$ cat config.mk
export PLATFORM = sky130hd
export DESIGN_NAME = serial_add_ctrl
export DESIGN_NICKNAME = d
export VERILOG_FILES = /design/src/rtl/serial_add_ctrl.sv
export SDC_FILE = /design/constraint.sdc
export NUM_CORES = 1
export LEC_CHECK = 0
export CORE_MARGIN = 3
export CORE_UTILIZATION = 48
export DETAILED_ROUTE_END_ITERATION = 6
export PLACE_DENSITY = 0.73
export REMOVE_ABC_BUFFERS = 1
export SYNTH_ARGS = -nofsm -noshare
export SYNTH_HDL_FRONTEND = slang
export SYNTH_SLANG_ARGS = --single-unit
$ cat constraint.sdc
create_clock -name clk -period 6.5 [get_ports clk]
set_clock_uncertainty 0.05 [all_clocks]
set_input_delay 1.625 -clock clk [delete_from_list [all_inputs] [get_ports clk]]
set_output_delay 1.625 -clock clk [all_outputs]
set_load 0.01 [all_outputs]
$ cat src/rtl/serial_add_ctrl.sv
//------------------------------------------------------------------------------
// Module      : serial_add_ctrl
// Description : Bit-serial adder controller. Adds two WIDTH-bit operands with
//               a single full-adder cell, one bit per clock, LSB first, behind
//               valid/ready handshakes on both the operand and result sides.
//               The result is held until the consumer accepts it.
//               Optional feature macro: SERIAL_ADD_SUB_EN (adds in_sub, a-b).
// Revision    : 1.0 - initial release
//------------------------------------------------------------------------------
`default_nettype none

module serial_add_ctrl #(
  parameter int WIDTH = 4
) (
  input  logic             clk,
  input  logic             rst_n,
  input  logic             in_valid,
  output logic             in_ready,
  input  logic [WIDTH-1:0] in_a,
  input  logic [WIDTH-1:0] in_b,
  input  logic             in_cin,
`ifdef SERIAL_ADD_SUB_EN
  input  logic             in_sub,
`endif
  output logic             out_valid,
  input  logic             out_ready,
  output logic [WIDTH-1:0] out_sum,
  output logic             out_cout,
  output logic             busy
);

  // Index is wide enough to hold WIDTH-1 for every legal WIDTH, including 1.
  localparam int                IDXW   = $clog2(WIDTH) + 1;
  localparam logic [IDXW-1:0]   c_last = IDXW'(WIDTH - 1);
  localparam logic [WIDTH-1:0]  c_one  = WIDTH'(1);

  typedef enum logic [1:0] {
    ST_IDLE = 2'd0,
    ST_RUN  = 2'd1,
    ST_DONE = 2'd2
  } state_t;

  state_t           r_state;
  logic [WIDTH-1:0] r_a;
  logic [WIDTH-1:0] r_b;
  logic [WIDTH-1:0] r_acc;
  logic             r_carry;
  logic [IDXW-1:0]  r_idx;

  logic             r_in_ready;
  logic             r_out_valid;
  logic             r_busy;
  logic [WIDTH-1:0] r_sum;
  logic             r_cout;

  logic [WIDTH-1:0] w_bit_mask;
  logic             w_a_bit;
  logic             w_b_bit;
  logic             w_sum_bit;
  logic             w_carry_out;
  logic [WIDTH-1:0] w_acc_next;
  logic             w_last;
  logic [WIDTH-1:0] w_b_latch;
  logic             w_cin_latch;

  // One-hot mask selects the bit position being processed this cycle; using a
  // mask rather than a variable part-select keeps the index width decoupled
  // from the operand width.
  assign w_bit_mask  = c_one << r_idx;
  assign w_a_bit     = |(r_a & w_bit_mask);
  assign w_b_bit     = |(r_b & w_bit_mask);

  // The single full-adder cell shared by every bit position.
  assign w_sum_bit   = w_a_bit ^ w_b_bit ^ r_carry;
  assign w_carry_out = (w_a_bit & w_b_bit) | (r_carry & (w_a_bit ^ w_b_bit));

  // Accumulator with the current bit overwritten, so stale bits from an
  // earlier operation can never leak into a new result.
  assign w_acc_next  = (r_acc & ~w_bit_mask) | (w_sum_bit ? w_bit_mask : '0);
  assign w_last      = (r_idx == c_last);

`ifdef SERIAL_ADD_SUB_EN
  // Subtraction as a + ~b + 1: invert B and force the carry at latch time.
  assign w_b_latch   = in_sub ? ~in_b : in_b;
  assign w_cin_latch = in_sub ? 1'b1  : in_cin;
`else
  assign w_b_latch   = in_b;
  assign w_cin_latch = in_cin;
`endif

  assign in_ready  = r_in_ready;
  assign out_valid = r_out_valid;
  assign busy      = r_busy;
  assign out_sum   = r_sum;
  assign out_cout  = r_cout;

  // Control FSM plus serial datapath; handshake outputs are registered copies
  // of the state decode so they change together with the state.
  always_ff @(posedge clk or negedge rst_n) begin
    if (!rst_n) begin
      r_state     <= ST_IDLE;
      r_a         <= '0;
      r_b         <= '0;
      r_acc       <= '0;
      r_carry     <= 1'b0;
      r_idx       <= '0;
      r_in_ready  <= 1'b1;
      r_out_valid <= 1'b0;
      r_busy      <= 1'b0;
      r_sum       <= '0;
      r_cout      <= 1'b0;
    end else begin
      case (r_state)
        ST_IDLE: begin
          if (in_valid) begin
            r_a        <= in_a;
            r_b        <= w_b_latch;
            r_carry    <= w_cin_latch;
            r_idx      <= '0;
            r_state    <= ST_RUN;
            r_in_ready <= 1'b0;
            r_busy     <= 1'b1;
          end
        end

        ST_RUN: begin
          r_acc   <= w_acc_next;
          r_carry <= w_carry_out;
          if (w_last) begin
            // Publish the full word including the bit computed this cycle.
            r_sum       <= w_acc_next;
            r_cout      <= w_carry_out;
            r_state     <= ST_DONE;
            r_out_valid <= 1'b1;
          end else begin
            r_idx <= r_idx + IDXW'(1);
          end
        end

        ST_DONE: begin
          // Result stays parked until the consumer takes it; no new operands
          // are accepted in this state.
          if (out_ready) begin
            r_state     <= ST_IDLE;
            r_out_valid <= 1'b0;
            r_busy      <= 1'b0;
            r_in_ready  <= 1'b1;
          end
        end

        default: begin
          r_state     <= ST_IDLE;
          r_out_valid <= 1'b0;
          r_busy      <= 1'b0;
          r_in_ready  <= 1'b1;
        end
      endcase
    end
  end

endmodule

`default_nettype wire

==> qor.csv <==
metric,value,unit
Hold Crit Depth,2,
Syn Std Cell Area,1270,um2
crit path max fanout,3,
Num Clock Sinks,25,
Layout fillers,216,
max_slew headroom,25.5,%
largest net degree at the start of global routing,26,
"Reg clk slew, reported paths",130,ps
Post-Syn Instances,111,
Slowest cell on crit path,dfstp_2,
Area contributors post-synth,"dfrtp_1 (47%), mux2_4 (9.5%), ha_1 (4.9%)",
Area growth syn-to-layout,17.8,%
global-route wire length before repair,4150,um
post-CTS setup buffer count,0,
Final Setup Violations,0,
Port Buffers,20,
worst endpoint required time,4830,ps
Worst Setup End Kind,primary output,
All-Layer GR Usage,16.4,%
Core ar.,2500,um2
Synth cell types,29,
Power Dens Cells,504,nW/um2
RePlAce Congestion,0.761,
Crit path arrival time,1410,ps
Initial Utilization,50.8,%
CP Cell Sequence,clkdlybuf4s50_1,
R2R Setup Slk,3970,ps
setup TNS,0,ps
CTS Buf Count,3,
initial DRC count,17,
Worst-Margin Slew,1110,ps
Via Count,848,
H-tree depth,1,
number of global-route vias before repair,909,
Clock Tree Buf Depth,2,
startpoint types,flop,
async set-reset flop share out of synthesis,100,%
f_max,0.324,GHz
"flops & latches, synth",25,
FP Rows,18,
WP buf/inv,1,
Antenna Violating Nets Remaining,0,
DR vias/cell,5.33,
total routed wirelength,2350,um
status,"complete, no violations",
Post-synth EDFFs,0,
DR WL/cell,14.8,um
hold crit path type,reg -> reg,
Max IR drop VDD,0.315,mV
Ys Warns,0,
clock latency on the worst-skew pair,320,ps
grt ovf,0,
"Primary FF master, synth",dfrtp_1,
cts repair resizes,0,
# diodes,0,
maxcap violations,0,
Final Cycle Share,47.5,%
pins over their slew limit,0,
Final Hold Vio Count,0,
Setup CP Type,reg -> out,
Final Critical Period,3090,ps
Synth area leader,dfrtp_1,
area post-placement,1470,um2
critical path depth,1,
Post-Layout Cell Count,159,
TritonRoute pass-1 iters,4,
RSZ-0062 raised after global routing,false,
IO Count,21,
Top Family by Delay on Critical Path,flip-flops,
root buf cell,clkbuf_4,
nets,149,
DIE AREA,3300,um2
DIE WIDTH,57.4,um
Max stage delay on crit path,560,ps
dpl cells,155,
leakage,0.689,nW
sequential element share of the synthesized area,49.4,%
DRC errors left,0,
r2r worst-path depth,8,
Post-DP HPWL,1720,um
share of layout cells above drive strength 1,14.0,%
post-synth top area share,47.3,%
antenna violations before repair,0,
Post-Syn Area per Cell,11.4,um2
TritonCTS clock tree,built,
fin area,1500,um2
# hold bufs at CTS,0,
Die Ht,57.4,um
-- kinds of logic after synthesis --
kind of cell	Yosys count	synth area share, %
buf+inv	15	5.71
simple gates	26	10.8
flops	25	49.4
fa+ha+maj	6	6.50
compound gates	24	12.2
mux	15	15.4
-- per-stage QoR --
step                      power (mW)  hold slack [ps]  utilization, %  setup slack, ps
after floorplan                0.567              431               -             3930
after global placement         0.674              419            58.8             3350
after detailed placement       0.692              434            58.8             3310
after CTS                      0.763              464            59.9             3400
after global routing           0.826              497            59.9             3350
final                          0.754              456            59.9             3410
-- worst paths after layout --
| kind | end | from |
|---|---|---|
| worst max-delay path | in_ready | in_ready |
| worst min-delay path | out_sum[3] | out_sum[3] |
| worst max register to register | out_sum[2] | r_idx[1] |
| worst min register to register | out_sum[3] | out_sum[3] |
| max in group asynchronous | r_carry | rst_n |
| min in group asynchronous | r_b[1] | rst_n |
-- area by class of cell --
class | count | area (um2) | share of cell area (%)
Inverter | 9 | 33.8 | 2.26
Tap cell | 30 | 37.5 | 2.51
Sequential cell | 25 | 627 | 41.9
Clock inverter | 1 | 5.00 | 0.334
Timing Repair Buffer | 20 | 200 | 13.4
Clock buffer | 3 | 22.5 | 1.51
Multi-Input combinational cell | 71 | 571 | 38.1
-- cells in the mapped netlist, types with 2 or more instances --
cell type / n
a21oi_1: 7
a222oi_1: 2
a22o_1: 4
buf_2: 4
dfrtp_1: 24
ha_1: 5
inv_1: 8
mux2_1: 3
mux2_4: 8
mux2i_1: 3
nand2_1: 12
nand2b_1: 3
nor2_1: 6
o21ai_1: 7
-- power by group --
group	switching [mW]	internal [mW]
clock network	0.0466	0.0230
registers	0.0635	0.232
logic	0.176	0.212
-- registers in the layout, summed over array words and instances, names as in the netlist --
name,cells
r_idx,3
r_a,4
busy,1
r_state,2
r_carry,1
r_acc,3
r_b,4
in_ready,1
out_valid,1
out_cout,1
out_sum,4
-- layout by cell type, fill, tap and decap left out, types with 2 or more instances in the layout --
cell type         n
mux2_1            3
nand2_1          12
mux2i_1           3
ha_1              5
dfrtp_1          24
a22o_1            4
clkbuf_4          3
a222oi_1          2
a21oi_1           7
nand2b_1          3
mux2_4            8
inv_1             8
o21ai_1           7
clkdlybuf4s50_1  20
nor2_1            6
-- metal layers --
metal  global-route usage [%]  vias to the layer above  wire length [um]
met1                     21.4                      418              1040
li1                         -                      414                 -
met4                     4.97                        0                33
met3                     3.17                        4                69
met2                     27.6                       12              1210
met5                        0                        -                 0
-- worst reg2reg max path, stage by stage (launching register included) --
cell      delay [ps]
dfrtp_1          440
inv_1             90
ha_1             240
a222oi_1         370
nor2_1            70
a21oi_1          190
fa_1             550
mux2_1           340
o21ai_1          140
Power figures use the tool's default switching activity.
